--- src/rtl/uart_pkg.sv ---
`default_nettype none
// ============================================================================
// Module      : uart_pkg
// Description : Shared types and constants for the UART receive sequencer:
//               FSM state encoding, oversampling constants, and a clog2
//               helper for sizing counters from parameters.
// Revision    : 1.0 - initial release
// ============================================================================
package uart_pkg;

  typedef enum logic [1:0] {
    IDLE  = 2'd0,
    START = 2'd1,
    DATA  = 2'd2,
    STOP  = 2'd3
  } state_t;

  localparam int OVERSAMPLE = 16;  // ticks per bit time
  localparam int MID_SAMPLE = 7;   // last tick before mid start bit

  // Ceiling log2; returns 0 for values <= 1.
  function automatic int clog2(input int value);
    int result;
    int rem;
    result = 0;
    rem    = value - 1;
    while (rem > 0) begin
      result = result + 1;
      rem    = rem >> 1;
    end
    return result;
  endfunction

endpackage
`default_nettype wire

--- src/rtl/uart_rx_ctrl_baud.sv ---
`default_nettype none
// ============================================================================
// Module      : baud_tick_gen
// Description : Free-running oversample tick divider. Asserts tick for one
//               clk every DVSR clk cycles; never restarted by line activity.
// Ports       : clk   - system clock
//               reset - synchronous active-high reset
//               tick  - one-cycle oversample strobe
// Revision    : 1.0 - initial release
// ============================================================================
module baud_tick_gen #(
  parameter int DVSR   = 163,
  parameter int DVSR_W = 8
) (
  input  logic clk,
  input  logic reset,
  output logic tick
);

  localparam logic [DVSR_W-1:0] c_TERM = DVSR_W'(DVSR - 1);

  logic [DVSR_W-1:0] r_cnt;
  logic              w_term;

  assign w_term = (r_cnt == c_TERM);
  assign tick   = w_term;

  always_ff @(posedge clk) begin
    if (reset) begin
      r_cnt <= '0;
    end else if (w_term) begin
      r_cnt <= '0;
    end else begin
      r_cnt <= r_cnt + 1'b1;
    end
  end

endmodule
`default_nettype wire

--- src/rtl/uart_rx_ctrl.sv ---
`default_nettype none
// ============================================================================
// Module      : uart_rx_ctrl
// Description : UART receive sequencer. Synchronises rx, detects the start
//               falling edge, samples mid-bit at 16x oversampling and
//               delivers each word with a one-cycle done strobe and a
//               framing-error flag.
// Ports       : clk          - system clock (rising edge)
//               reset        - synchronous active-high reset
//               rx           - asynchronous serial input, idle high
//               dout         - last received word, LSB first on the line
//               rx_done_tick - one-cycle pulse, dout/frame_err new this cycle
//               frame_err    - stop bit sampled low for the latest word
//               busy         - receiver not idle
// Revision    : 1.0 - initial release
// ============================================================================
module uart_rx_ctrl
  import uart_pkg::*;
#(
  parameter int DBIT    = 8,
  parameter int SB_TICK = 16,
  parameter int DVSR    = 163,
  parameter int DVSR_W  = 8
) (
  input  logic            clk,
  input  logic            reset,
  input  logic            rx,
  output logic [DBIT-1:0] dout,
  output logic            rx_done_tick,
  output logic            frame_err,
  output logic            busy
);

  // s must reach both the last data tick and the last stop tick.
  localparam int S_W = clog2((SB_TICK > OVERSAMPLE) ? SB_TICK : OVERSAMPLE);
  localparam int N_W = clog2(DBIT);

  localparam logic [S_W-1:0] c_MID       = S_W'(MID_SAMPLE);
  localparam logic [S_W-1:0] c_BIT_LAST  = S_W'(OVERSAMPLE - 1);
  localparam logic [S_W-1:0] c_STOP_LAST = S_W'(SB_TICK - 1);
  localparam logic [N_W-1:0] c_N_LAST    = N_W'(DBIT - 1);

  logic            w_tick;
  logic            r_rx_meta;
  logic            r_rx_s;
  logic            r_rx_prev;
  logic            w_fall;

  state_t          r_state;
  state_t          w_state_nxt;
  logic [S_W-1:0]  r_s;
  logic [S_W-1:0]  w_s_nxt;
  logic [N_W-1:0]  r_n;
  logic [N_W-1:0]  w_n_nxt;
  logic [DBIT-1:0] r_b;
  logic [DBIT-1:0] w_b_nxt;

  logic            w_frame_end;
  logic            w_busy;
  logic [DBIT-1:0] r_dout;
  logic            r_done;
  logic            r_ferr;

  baud_tick_gen #(
    .DVSR   (DVSR),
    .DVSR_W (DVSR_W)
  ) u_baud (
    .clk   (clk),
    .reset (reset),
    .tick  (w_tick)
  );

  // Synchroniser and edge history reset to the idle line level so reset
  // release never looks like a start edge. The history flop runs every
  // cycle regardless of state, which lets back-to-back frames be caught.
  always_ff @(posedge clk) begin
    if (reset) begin
      r_rx_meta <= 1'b1;
      r_rx_s    <= 1'b1;
      r_rx_prev <= 1'b1;
    end else begin
      r_rx_meta <= rx;
      r_rx_s    <= r_rx_meta;
      r_rx_prev <= r_rx_s;
    end
  end

  assign w_fall = r_rx_prev & ~r_rx_s;

  // State register
  always_ff @(posedge clk) begin
    if (reset) begin
      r_state <= IDLE;
      r_s     <= '0;
      r_n     <= '0;
      r_b     <= '0;
    end else begin
      r_state <= w_state_nxt;
      r_s     <= w_s_nxt;
      r_n     <= w_n_nxt;
      r_b     <= w_b_nxt;
    end
  end

  // Next-state logic
  always_comb begin
    w_state_nxt = r_state;
    w_s_nxt     = r_s;
    w_n_nxt     = r_n;
    w_b_nxt     = r_b;
    case (r_state)
      IDLE: begin
        // Ticks are ignored here, so an edge coinciding with a tick wins.
        if (w_fall) begin
          w_state_nxt = START;
          w_s_nxt     = '0;
        end
      end
      START: begin
        if (w_tick) begin
          if (r_s == c_MID) begin
            if (!r_rx_s) begin
              w_state_nxt = DATA;
              w_s_nxt     = '0;
              w_n_nxt     = '0;
            end else begin
              w_state_nxt = IDLE;  // glitch: line back high at mid start bit
            end
          end else begin
            w_s_nxt = r_s + 1'b1;
          end
        end
      end
      DATA: begin
        if (w_tick) begin
          if (r_s == c_BIT_LAST) begin
            w_s_nxt = '0;
            w_b_nxt = {r_rx_s, r_b[DBIT-1:1]};
            if (r_n == c_N_LAST) begin
              w_state_nxt = STOP;
            end else begin
              w_n_nxt = r_n + 1'b1;
            end
          end else begin
            w_s_nxt = r_s + 1'b1;
          end
        end
      end
      STOP: begin
        if (w_tick) begin
          if (r_s == c_STOP_LAST) begin
            w_state_nxt = IDLE;
          end else begin
            w_s_nxt = r_s + 1'b1;
          end
        end
      end
      default: begin
        w_state_nxt = IDLE;
      end
    endcase
  end

  // Output logic
  always_comb begin
    w_busy      = (r_state != IDLE);
    w_frame_end = (r_state == STOP) && w_tick && (r_s == c_STOP_LAST);
  end

  // Word, error flag and strobe all update on the edge that leaves STOP,
  // so busy drops in the same cycle the strobe is seen.
  always_ff @(posedge clk) begin
    if (reset) begin
      r_dout <= '0;
      r_done <= 1'b0;
      r_ferr <= 1'b0;
    end else begin
      r_done <= w_frame_end;
      if (w_frame_end) begin
        r_dout <= r_b;
        r_ferr <= ~r_rx_s;
      end
    end
  end

  assign dout         = r_dout;
  assign rx_done_tick = r_done;
  assign frame_err    = r_ferr;
  assign busy         = w_busy;

endmodule
`default_nettype wire

--- config.mk ---
export PLATFORM = sky130hd
export DESIGN_NAME = uart_rx_ctrl
export DESIGN_NICKNAME = d
export VERILOG_FILES = /design/src/rtl/uart_pkg.sv /design/src/rtl/uart_rx_ctrl_baud.sv /design/src/rtl/uart_rx_ctrl.sv
export SDC_FILE = /design/constraint.sdc
export NUM_CORES = 1
export LEC_CHECK = 0
export ABC_AREA = 1
export CAP_MARGIN = 20
export CORE_ASPECT_RATIO = 2
export CORE_MARGIN = 2
export CORE_UTILIZATION = 30
export DETAILED_ROUTE_END_ITERATION = 8
export SLEW_MARGIN = 20
export SYNTH_ARGS = -nofsm -noshare
export SYNTH_HDL_FRONTEND = slang
export SYNTH_HIERARCHICAL = 1
export SYNTH_SLANG_ARGS = --single-unit
--- constraint.sdc ---
create_clock -name clk -period 1.82 [get_ports clk]
set_input_delay 0.182 -clock clk [delete_from_list [all_inputs] [get_ports clk]]
set_output_delay 0.182 -clock clk [all_outputs]
set_load 0.01 [all_outputs]
==> key figures, run 1 <==
Floorplanning
  – Top Ports: 14
  – Starting utilization of the core area: 31.21%
  – Vertical die dimension: 113.0 um
  – Std cell rows: 39
  – Die ar.: 6609 sq um
  – Die width: 58.50 um
  – Core Box Area: 5709 sq um

STA
  – Worst rel slew slack: 76.40%
  – Time the final worst path needs with I/O delays and setup: 1.706 ns
  – Actual transition at the worst max-transition pin: 0.3536 ns
  – Worst-case clock skew: 0.007046 ns
  – Final count of negative-setup-slack endpoints: 0
  – Highest achievable clock rate: 586.2 MHz
  – Hold WS: 0.3998 ns
  – Total count of hold-check failures in the final report: 0
  – Crit share post-route: 93.73%
  – RSZ-0062 raised after global routing: false
  – Setup total negative slack: 0 ns
  – Max-slew violation count: 0

Critical path
  – Crit path required time: 1.64 ns
  – Top cell family by delay on the critical path: buffers and inverters
  – WP buf/inv: 2
  – CP Max Fanout: 8
  – Crit path max-delay cell type: clkdlybuf4s50_1
  – Cells traversed along the worst timing path: inv_2 > nand2_2 > clkdlybuf4s50_1
  – Data arrival time at the worst-slack endpoint: 1.52 ns
  – Delay of the slowest cell on the worst path: 0.55 ns
  – Crit Path Class: flip-flop to output port
  – Kind of start point of the critical path: flip-flop
  – Setup crit end kind: output port

Drt
  – Initial drt markers: 33
  – Vias after detailed routing: 1550
  – Detailed-route DRC error count: 0
  – Routed wire per std cell: 10.73 um
  – Detail Route Antenna Nets: 0
  – Via-per-instance ratio: 4.711
  – Number of iterations in the first detailed-routing pass: 4
  – Total Wirelength: 3529 um

Yosys
  – Adder-cell share of the synthesized area: 3.511%
  – Number of unique standard cell types used by synthesis: 27
  – Simple-gate area share of the yosys netlist: 35.25%
  – Post-synthesis xor/xnor area fraction: 0.4916%
  – Area share of the largest cell type after synthesis: 42.70%
  – Gate count after technology mapping: 246
  – Sequential area share after synthesis: 42.70%
  – Cells taking the most area after synthesis: dfxtp_1 (43%), nor2_1 (12%), nand2_1 (9.9%), inv_1 (4.8%), ha_1 (3.5%)
  – Post-synthesis cell area: 1782 sq um
  – Dominant combinational cell family by area after synthesis: simple AND/OR/NAND/NOR gates
  – Post-synthesis cell type with the largest combined area: dfxtp_1
  – Share of the synthesized area in compound gates (AO/OA/AOI/OAI): 10.39%
  – Number of nets in the synthesized netlist: 254
  – Yosys warning count: 6
  – Multiplexer fraction of the synthesized cell area: 0%
  – Yosys reg bits: 38
  – Average cell area after synthesis: 7.243 sq um

Layout
  – Sequential cell area: 760.7 sq um
  – Antenna diode count: 0
  – Final layout net count: 276
  – Share of final-layout standard cells stronger than drive strength 1: 16.42%
  – Synthesis-to-finish area growth: 22.19%
  – Area used by multi-input combinational logic: 887.1 sq um
  – FILL cells: 586

Global routing
  – Initial antenna violation count: 0
  – First-pass GRT wire length: 6375 um
  – Gr ovfl total: 0
  – Maximum number of pins on one net before global-route repair: 17
  – Number of global-route vias before repair: 1524
  – Total global routing track utilization: 12.61%

Clocking
  – Clock Pin Slew Worst Setup and Hold Paths: 0.06 ns
  – CTS root buf: clkbuf_16
  – TritonCTS clock tree: built
  – Sink count of the clock tree: 38
  – Number of levels in the clock H-tree: 2
  – Clk Latency, worst-skew pair: 0.28 ns
  – Number of clock buffers inserted by TritonCTS: 5
  – Clock tree buffer depth: 2

Pwr
  – Total design power: 2.177 mW
  – Static power due to leakage: 0.9873 nW
  – Power density normalized to cell area: 1000 nW/um^2
  – Worst IR Drop VDD: 0.001358 V

Placed design
  – Placer congestion estimate: 0.8409
  – Half-perimeter wire length after detailed placement: 2625 um
  – Number of I/O port buffers: 13

Run
  – Number of maximum-capacitance violations: 0

Status
  – Status: completed

Hold path
  – Worst hold-check path type: flip-flop to flip-flop
[cells in the mapped netlist (all sizes together)]
cell type and instances:
nand4 3, nand3b 3, nand3 12, buf 3, nand2 53, a21oi 12, o21ai 19, or2 3
o21bai 1, dfxtp 38, inv 29, nor2 62, nor3 1, clkbuf 1, xnor2 1, ha 5
[power by group]
group | internal [mW] | switching (mW) | total (mW)
clock network | 0.675 | 0.315 | 0.991
logic | 0.107 | 0.180 | 0.287
registers | 0.868 | 0.0318 | 0.900
[registers in the layout, summed over array words and instances, names as in the netlist, named ones only]
| name | count |
|---|---|
| r_rx_meta | 1 |
| r_rx_s | 1 |
| r_b | 8 |
| r_s | 4 |
| r_rx_prev | 1 |
| r_state | 1 |
| dout | 8 |
| rx_done_tick | 1 |
| frame_err | 1 |
| u_baud/r_cnt | 8 |
| r_n | 3 |
[through the flow]
stage / std cells / setup slack, ns / utilization [%] / cell area (sq um)
finish: 329 / 0.1141 / 38.13 / 2177
global route: 329 / 0.008548 / 38.13 / 2177
CTS: 327 / 0.05899 / 37.83 / 2160
detailed placement: 320 / 0.06777 / 34.87 / 1991
global placement: 320 / 0.1036 / 34.87 / 1991
floorplan: 246 / 0.2373 / - / 1782
[cells by family after synthesis]
kind of cell	after synthesis
AND/OR/NAND/NOR	137
flip-flops	38
buffers and inverters	33
AO/OA/AOI/OAI	32
adder cells (fa/ha/maj)	5
XOR/XNOR	1
[layout by cell type (no fill, tap or decap), types with 2 or more instances in the layout]
cell	Yosys	routed
clkdlybuf4s50_1	0	13
nand2_2	5	6
o21ai_1	8	8
a21oi_2	5	5
nor2_1	57	57
dfxtp_1	38	38
nor2_4	3	3
ha_1	5	5
nand3_1	11	11
o21ai_0	10	10
inv_1	23	21
nand2_1	47	46
inv_2	6	8
a21oi_1	7	7
nand4_1	3	3
clkbuf_16	0	5
nand3b_1	3	3
buf_4	1	6
nor2_2	2	2
or2_2	3	3
[layout make-up]
class                   instances  share of cell area, %
clock buffers                   6                  6.379
clock inverters                 1                  1.379
inverters                      29                  5.000
multi-input cells             175                  40.75
flip-flops and latches         38                  34.94
well taps                      61                  3.506
repair buffers                 19                  8.046
[worst register-to-register path: cells and delay by family, from the launching register on]
kind	cells	cell delay (ns)
and+or+nand+nor	10	0.71
DFF	1	0.37
buffers and inverters	3	0.23
adders and majority gates	1	0.19
[path summary, 6_finish.rpt]
path | start | to | slack, ns | cells after the start
max | flip-flop | busy | 0.11 | 3
max reg2reg | u_baud/r_cnt[0] | r_n[2] | 0.21 | 14
min | r_rx_meta | r_rx_s | 0.40 | 1
min reg2reg | r_rx_meta | r_rx_s | 0.40 | 1
[repair_timing]
action | CTS | global route
resized for setup | 0 | 3
hold buffers | 0 | 0
endpoints found under the setup margin | 0 | 17
buffers inserted | 0 | 2
[per-layer routing]
layer	up-vias	global-route usage [%]	part of all wire (%)
met5	-	0	0
li1	812	-	-
met3	12	2.514	3.1
met1	694	12.70	39
met4	0	9.612	4.2
met2	32	21.72	53
Power figures use the tool's default switching activity.
==> run 2: changes to the inputs <==
--- a/config.mk
+++ b/config.mk
@@ -7,7 +7,6 @@
 export LEC_CHECK = 0
 export ABC_AREA = 1
 export CAP_MARGIN = 20
-export CORE_ASPECT_RATIO = 2
 export CORE_MARGIN = 2
 export CORE_UTILIZATION = 30
 export DETAILED_ROUTE_END_ITERATION = 8
==> key figures, run 2 (same netlist as run 1, synthesis figures left out) <==
Critical path
  – Critical Path Sink: busy
  – Setup crit end kind: output port
  – Number of logic stages on the critical path including buffering: 3
  – Critical R2R Launch: u_baud/r_cnt[0]
  – R2R setup slack: 0.14 ns
  – Critical R2R Capture: r_b[7]
  – WP buf/inv: 2
  – Kind of start point of the critical path: flip-flop
  – Delay of the slowest cell on the worst path: 0.55 ns
  – FF-to-FF path depth: 11
  – Data arrival time at the worst-slack endpoint: 1.53 ns
  – Crit path required time: 1.64 ns
  – Crit path max-delay cell type: clkdlybuf4s50_1
  – Cells traversed along the worst timing path: inv_2 > nand2_2 > clkdlybuf4s50_1
  – Top cell family by delay on the critical path: buffers and inverters
  – Crit Path Class: flip-flop to output port
  – CP Max Fanout: 8

Global routing
  – Number of global-route vias before repair: 1381
  – First-pass GRT wire length: 5913 um
  – Initial antenna violation count: 0
  – Gr ovfl total: 0
  – Maximum number of pins on one net before global-route repair: 15
  – Total global routing track utilization: 11.53%

Placed design
  – Number of I/O port buffers: 13
  – Half-perimeter wire length after detailed placement: 2397 um
  – Pre-CTS setup slack: 0.03713 ns
  – Placer congestion estimate: 0.8128
  – Cell area after placement: 2008 sq um

Floorplanning
  – Top Ports: 14
  – Std cell rows: 28
  – Starting utilization of the core area: 30.64%
  – Vertical die dimension: 81.07 um
  – Core Box Area: 5816 sq um
  – Die ar.: 6572 sq um
  – Die width: 81.07 um

Clocking
  – Number of levels in the clock H-tree: 2
  – Clk Latency, worst-skew pair: 0.29 ns
  – CTS root buf: clkbuf_8
  – TritonCTS clock tree: built
  – Clock tree buffer depth: 2
  – Sink count of the clock tree: 38
  – Clock Pin Slew Worst Setup and Hold Paths: 0.08 ns
  – Number of clock buffers inserted by TritonCTS: 5

Layout
  – Most common cell after layout, fill and taps aside: nor2_1
  – Top library cells by usage in the layout, fill and taps aside: nor2_1 (55), nand2_1 (47), dfxtp_1 (37)
  – FILL cells: 640
  – Final layout net count: 276
  – Synthesis-to-finish area growth: 19.45%
  – Share of final-layout standard cells stronger than drive strength 1: 17.47%
  – Antenna diode count: 0
  – Layout Cell Area excl Fill: 2128 sq um

Drt
  – Number of iterations in the first detailed-routing pass: 4
  – Detailed-route DRC error count: 0
  – Initial drt markers: 49
  – Total Wirelength: 3307 um
  – Via-per-instance ratio: 4.323
  – Vias after detailed routing: 1487
  – Detail Route Antenna Nets: 0
  – Routed wire per std cell: 9.613 um

STA
  – RSZ-0062 raised after global routing: false
  – Worst-case clock skew: 0.007752 ns
  – Actual transition at the worst max-transition pin: 0.2958 ns
  – Post-route worst setup slack: 0.1095 ns
  – Highest achievable clock rate: 584.6 MHz
  – Max-slew violation count: 0
  – Time the final worst path needs with I/O delays and setup: 1.711 ns
  – Total count of hold-check failures in the final report: 0
  – Setup total negative slack: 0 ns
  – Crit share post-route: 93.98%
  – Hold WS: 0.4133 ns
  – Worst rel slew slack: 80.22%
  – Final count of negative-setup-slack endpoints: 0

Pwr
  – Static power due to leakage: 0.9515 nW
  – Worst IR Drop VDD: 0.0006176 V
  – Total design power: 1.805 mW
  – Power density normalized to cell area: 847.9 nW/um^2

Hold path
  – Worst hold-check path type: flip-flop to flip-flop

Status
  – Status: completed

Run
  – Number of maximum-capacitance violations: 0
-- run 2: layout make-up --
| type | count | area, sq um | area share, % |
|---|---|---|---|
| tap | 75 | 93.84 | 4.409 |
| multi-input combinational | 175 | 889.6 | 41.80 |
| clock inverter | 2 | 16.27 | 0.7643 |
| timing repair buffer | 19 | 175.2 | 8.230 |
| clock buffer | 6 | 82.58 | 3.880 |
| inverter | 29 | 108.9 | 5.115 |
| sequential | 38 | 762.0 | 35.80 |
-- run 2: report_power, final --
part	internal [mW]	leakage [nW]	switching (mW)	total (mW)
Sequential	0.867	0.308	0.0332	0.900
Combinational	0.105	0.596	0.175	0.280
Clock	0.312	0.0478	0.313	0.625
-- run 2: repair_timing --
action                                  CTS  global route
pin swaps                                 1             1
hold buffers                              0             0
buffers inserted                          0             2
endpoints found under the setup margin    1            16
gates resized for setup                   0             5
-- run 2: through the flow --
stage	util (%)	instances
2_1_floorplan	-	246
3_3_place_gp	34.53	334
3_5_place_dp	34.53	334
4_1_cts	36.23	342
5_1_grt	36.60	344
6_report	36.60	344
-- run 2: layer usage --
metal | GRT usage [%] | routed length, um
met3 | 2.778 | 79
met4 | 6.102 | 79
met5 | 0 | 0
met2 | 17.77 | 1448
met1 | 14.89 | 1700
-- run 2: worst register-to-register path: cells and delay by family (launching register included) --
kind            cells  cell delay [ns]
buf+inv             4             0.38
flops               1             0.34
simple gates        4             0.55
fa+ha+maj           1             0.14
compound gates      2             0.19
-- run 2: worst min-delay path by stage --
| stage | cells after the start | slack, ns | from | endpoint |
|---|---|---|---|---|
| 2_1_floorplan | 1 | 0.25 | reset | r_s[1] |
| 3_3_place_gp | 1 | 0.39 | r_rx_meta | r_rx_s |
| 3_5_place_dp | 1 | 0.39 | r_rx_meta | r_rx_s |
| 4_1_cts | 1 | 0.41 | r_rx_meta | r_rx_s |
| 5_1_grt | 1 | 0.42 | r_rx_meta | r_rx_s |
| 6_report | 1 | 0.41 | r_rx_meta | r_rx_s |
==> run 3: changes to the inputs <==
--- a/config.mk
+++ b/config.mk
@@ -10,6 +10,7 @@
 export CORE_MARGIN = 2
 export CORE_UTILIZATION = 30
 export DETAILED_ROUTE_END_ITERATION = 8
+export GPL_TIMING_DRIVEN = 1
 export SLEW_MARGIN = 20
 export SYNTH_ARGS = -nofsm -noshare
 export SYNTH_HDL_FRONTEND = slang
==> results of run 3 <==
Final layout, timing and power as in run 2 (identical DEF).
==> patch 1, RTL diff (flow settings as in run 3) <==
`DVSR_W` is set to 8 in 2 places; all go to 12.
--- a/src/rtl/uart_rx_ctrl_baud.sv
+++ b/src/rtl/uart_rx_ctrl_baud.sv
@@ -10,7 +10,7 @@
 // ============================================================================
 module baud_tick_gen #(
   parameter int DVSR   = 163,
-  parameter int DVSR_W = 8
+  parameter int DVSR_W = 12
 ) (
   input  logic clk,
   input  logic reset,
--- a/src/rtl/uart_rx_ctrl.sv
+++ b/src/rtl/uart_rx_ctrl.sv
@@ -20,7 +20,7 @@
   parameter int DBIT    = 8,
   parameter int SB_TICK = 16,
   parameter int DVSR    = 163,
-  parameter int DVSR_W  = 8
+  parameter int DVSR_W  = 12
 ) (
   input  logic            clk,
   input  logic            reset,
Check against the original RTL: no difference found for any inputs over 10 cycles, from zero or initial values and one cycle with reset high; that may be too few to reach the edited logic, so the function may still have changed.
==> patch 1 against run 3 <==
Worst setup slack worse by 0.015 ns; via count increased by 15%; routed wire length increased by 12%; core utilization decreased by 0.37 points; synthesized area rose by 12%; cell area up 8.7%; total power rose by 6.0%; combinational power down 2%; sequential cell count is 4 higher.
==> patch 1: results (changes against run 3) <==
[cts]
post-cts-setup-buffers=0  ; unchanged
clk_pin_slew_ns=0.10  ; +0.02 ns
clock_latency_ns=0.31  ; +0.02 ns
clk_path_buf_depth=2  ; unchanged
cts-htree-levels=2  ; unchanged

[placement]
placed_area_um2=2210  ; +10%
post-dp-hpwl_um=2660  ; +11%
gp_congestion=0.822  ; +1.1%
pre_cts_slack_ns=0.0602  ; +0.0230 ns
dp_cells=373  ; +12%
port_buffers=13  ; unchanged

[sta]
hold_viol=0  ; unchanged
hold_ws_ns=0.418  ; +0.00473 ns
slew_headroom_pct=75.7  ; -4.6 points
final.setup_skew_ns=0.0163  ; +0.00855 ns

[min_path]
worstHoldEndpoint=r_rx_s
hold_path_depth=1  ; unchanged
hold_path.class=flip-flop to flip-flop

[detailed_routing]
wl_um=3710  ; +12%
wl_met2_um=1510  ; +4.4%
dr_wl_met3_um=159  ; +100%
viasPerCell=4.50  ; +4.2%
wl_met1_um=1960  ; +15%
drt_iter0_markers=82  ; +67%

[worst_setup_path]
r2r_cells=9  ; -2
rrSetupSlack_ns=0.19  ; +0.05 ns
r2r_start=u_baud/r_cnt[0]
worstSetupPathType=flip-flop to output port
cp_top_family=buffers and inverters
slowest_delay_ns=0.55  ; about the same
r2r_end=r_b[0]

[power_and_ir_drop]
ir_worst_vdd_mv=0.675  ; +9.3%
p_int_mw=1.34  ; +4.5%
power_leakage_nw=1.01  ; +6.1%

[global_route]
grt_pass1_wl_um=6500  ; +9.9%
grt_max_degree=25  ; +10
grt_pass1_vias=1450  ; +5.0%
antenna_found_initial=0  ; unchanged
grtUsageTotal_pct=11.0  ; -0.52 points

[yosys]
syn_nets=292  ; +15%
synth_cell_types=29  ; +7.4%
synth_area_leaders=dfxtp_1, nor2_1, nand2_1
netlist_instances=284  ; +15%
yosysSeqAreaShare_pct=42.2  ; -0.49 points
synthTopCellsByCount=nor2_1, nand2_1, dfxtp_1

[final_layout]
antennaDiodeCount=0  ; unchanged
largest-register=u_baud/r_cnt
layout.cells.non_filler=381  ; +11%
drive_above_1_share_pct=12.5  ; -5.0 points
final_net_count=311  ; +13%

[outcome]
status=finished clean

## patch 1: changes by cell type in the layout (fill, tap and decap cells not counted), moves of 2 or more
| cell | delta |
|---|---|
| nand2_1 | +16 |
| inv_6 | +2 |
| xor2_1 | +3 |
| nand4_1 | +2 |
| nor2_1 | +16 |
| buf_4 | -2 |
| a21oi_2 | -2 |
| o21ai_0 | -2 |
| nor2_2 | -3 |
| dfxtp_1 | +5 |
## patch 1: cell families after synthesis
| logic type | Yosys count | synth area share, % |
|---|---|---|
| AO/OA/AOI/OAI | 30 | 8.42 |
| XOR/XNOR | 4 | 1.76 |
| adder cells (fa/ha/maj) | 5 | 3.14 |
| buffers and inverters | 35 | 7.41 |
| flip-flops | 42 | 42.2 |
| AND/OR/NAND/NOR | 168 | 37.1 |
## patch 1: power by group through the flow
stage	Clock, mW	Sequential [mW]	Combinational (mW)
final	0.650	0.988	0.274
after CTS	0.677	0.989	0.274
after detailed placement	0	1.01	0.273
after floorplan	0	1.00	0.218
after global routing	0.716	0.995	0.325
after global placement	0	1.01	0.270
## patch 1: metal layers
| metal | track usage [%] | vias to the layer above |
|---|---|---|
| li1 | - | 927 |
| met5 | 0 | - |
| met2 | 16.5 | 32 |
| met1 | 14.7 | 751 |
| met3 | 2.92 | 6 |
| met4 | 5.19 | 0 |
## patch 1: how the worst max path moves through the flow
stage	end	slack (ns)	cells after the start
6_report	busy	0.09	3
5_1_grt	r_n[1]	0.0003	12
2_1_floorplan	r_b[0]	0.30	9
3_5_place_dp	r_b[0]	0.06	9
3_3_place_gp	r_b[0]	0.17	9
4_1_cts	r_b[0]	0.05	9
## patch 1: final cells by class
class | instances | area (µm²)
fill | 709 | 4070
clock buffer | 5 | 68.8
sequential | 42 | 841
clock inverter | 3 | 26.3
tap | 77 | 96.3
multi-input combinational | 207 | 1010
inverter | 30 | 113
timing repair buffer | 17 | 160
==> patch 2, RTL diff (config.mk and constraints of run 3) <==
Without the edit above. Register the input `rx` before use, with the module's reset. The logic sees it one clock later.
--- a/src/rtl/uart_rx_ctrl.sv
+++ b/src/rtl/uart_rx_ctrl.sv
@@ -40,6 +40,16 @@
   localparam logic [S_W-1:0] c_STOP_LAST = S_W'(SB_TICK - 1);
   localparam logic [N_W-1:0] c_N_LAST    = N_W'(DBIT - 1);
 
+  logic rx_q;
+
+  always_ff @(posedge clk) begin
+    if (reset) begin
+      rx_q <= '0;
+    end else begin
+      rx_q <= rx;
+    end
+  end
+
   logic            w_tick;
   logic            r_rx_meta;
   logic            r_rx_s;
@@ -79,7 +89,7 @@
       r_rx_s    <= 1'b1;
       r_rx_prev <= 1'b1;
     end else begin
-      r_rx_meta <= rx;
+      r_rx_meta <= rx_q;
       r_rx_s    <= r_rx_meta;
       r_rx_prev <= r_rx_s;
     end
Check against the original RTL: not equivalent (Yosys sat finds a counterexample within 4 cycles, from zero or initial values and one cycle with reset high).
==> patch 2 against run 3 <==
Cell area increased by 2.3%; sequential cell count increased by 1; sequential share of layout area increased by 0.23 points; worst setup slack improved by 0.063 ns; count of clock-buffer cells in the layout unchanged; via count decreased by 0.47%; routed wire length decreased by 1.4%; synthesized area increased by 1.7%; total power increased by 17%; critical endpoint is now r_s[2]; largest cell class unchanged; largest power group unchanged; highest routed layer unchanged.
==> patch 2: results (changes against run 3) <==
[outcome]
status=finished clean

[cts]
post-cts-setup-buffers=0  ; unchanged
clockRootBuffer=clkbuf_8
cts-htree-levels=2  ; unchanged
clk_path_buf_depth=2  ; unchanged
cts_buffers=5  ; unchanged

[sta]
final.setup_skew_ns=0.00451  ; -0.00324 ns
finalSetupViolations=0  ; unchanged
tightest_slew_ns=0.262  ; -0.0335 ns

[min_path]
worstHoldEndpoint=rx_q
hold_path.class=input pin to flip-flop
hp-start=rx
hold_path_depth=3  ; +2

[final_layout]
drive_above_1_share_pct=15.8  ; -1.6 points
fillCellCount=641  ; +0.16%
final_net_count=272  ; -1.4%
antennaDiodeCount=0  ; unchanged

[detailed_routing]
wire_per_inst_um=9.59  ; -0.23%
viasPerCell=4.35  ; +0.70%
dr.pass1.iters=4  ; unchanged
drt_iter0_markers=83  ; +69%

[worst_setup_path]
r2r_cells=11  ; unchanged
worst_setup_path_start_kind=flip-flop
critPathMaxFanout=5  ; -3
cp_data_required_time_ns=2.04  ; +0.40 ns
r2r_end=r_s[2]
cpMaxStageDelayCell=dfxtp_1
rrSetupSlack_ns=0.17  ; +0.03 ns
slowest_delay_ns=0.39  ; -0.16 ns
r2r_start=u_baud/r_cnt[1]

[global_route]
grt_max_degree=28  ; +13
grt_pass1_wl_um=5840  ; -1.3%
grt_pass1_vias=1354  ; -2.0%
grtUsageTotal_pct=11.5  ; -0.016 points

[power_and_ir_drop]
ir_worst_vdd_mv=0.458  ; -26%
power_leakage_nw=0.928  ; -2.5%

[yosys]
synthTopCellsByCount=nand2_1, nor2_1, dfxtp_1
syn_avg_cell_area_um2=7.39  ; +2.1%
synthFlopType=dfxtp_1
synth_cell_types=24  ; -11%
synth_area_leaders=dfxtp_1, nand2_1, nor2_1
yosysSeqAreaShare_pct=43.1  ; +0.40 points
async_flop_share_pct=0  ; unchanged
syn_nets=253  ; -0.39%

[placement]
post-dp-hpwl_um=2380  ; -0.50%
placed_area_um2=2040  ; +1.4%
gp_congestion=0.848  ; +4.3%

## patch 2: power breakdown
| group | internal, mW | leakage, nW | switching, mW |
|---|---|---|---|
| clock | 0.548 | 0.0654 | 0.303 |
| combinational | 0.124 | 0.545 | 0.207 |
| sequential | 0.893 | 0.317 | 0.0441 |
| total | 1.57 | 0.928 | 0.555 |
## patch 2: kinds of logic (layout without fill, tap and decap cells)
| kind of cell | after synthesis | in the layout | synth area share, % |
|---|---|---|---|
| AOI/OAI and AO/OA | 28 | 28 | 8.98 |
| xor gates and xnor gates | 1 | 1 | 0.484 |
| adders and majority gates | 5 | 5 | 3.45 |
| buffers and inverters | 28 | 48 | 6.08 |
| DFF | 39 | 39 | 43.1 |
| and+or+nand+nor | 144 | 144 | 37.9 |
## patch 2: layout make-up
type	count	area, µm²	share of cell area [%]
Sequential cell	39	785	36.0
Tap cell	75	93.8	4.31
Clock buffer	6	72.6	3.33
Inverter	26	105	4.83
Clock inverter	2	60.1	2.76
Timing Repair Buffer	14	138	6.32
Multi-Input combinational cell	178	923	42.4
## patch 2: worst max-delay path by stage
stage	cells past startpoint	slack [ns]	to
2_1_floorplan	13	0.25	r_s[1]
3_3_place_gp	13	0.15	r_s[1]
3_5_place_dp	12	0.09	r_s[2]
4_1_cts	3	0.05	busy
5_1_grt	12	0.02	r_s[1]
6_report	11	0.17	r_s[2]
## patch 2: routing by layer
layer | part of all wire (%) | GRT usage (%) | up-vias
li1 | - | - | 808
met1 | 50 | 14.4 | 652
met2 | 45 | 17.3 | 15
met3 | 3.6 | 4.62 | 5
met4 | 1.9 | 5.33 | 0
met5 | 0 | 0 | -
## patch 2: metrics by stage
step	worst slack (ns)	cells	power (mW)	hold slack, ns
after global routing	0.0185	340	2.24	0.434
final	0.173	340	2.12	0.399
after detailed placement	0.0912	332	1.28	0.396
after global placement	0.155	332	1.27	0.394
after CTS	0.0456	340	2.13	0.395
after floorplan	0.246	245	1.20	0.251
## patch 2: worst max-delay path, delay by kind of cell, from the launching register on
kind                     cells  cell delay (ns)
AND/OR/NAND/NOR              7             0.73
flip-flops                   1             0.39
AO/OA/AOI/OAI                1             0.17
adder cells (fa/ha/maj)      1             0.16
buffers and inverters        2             0.13
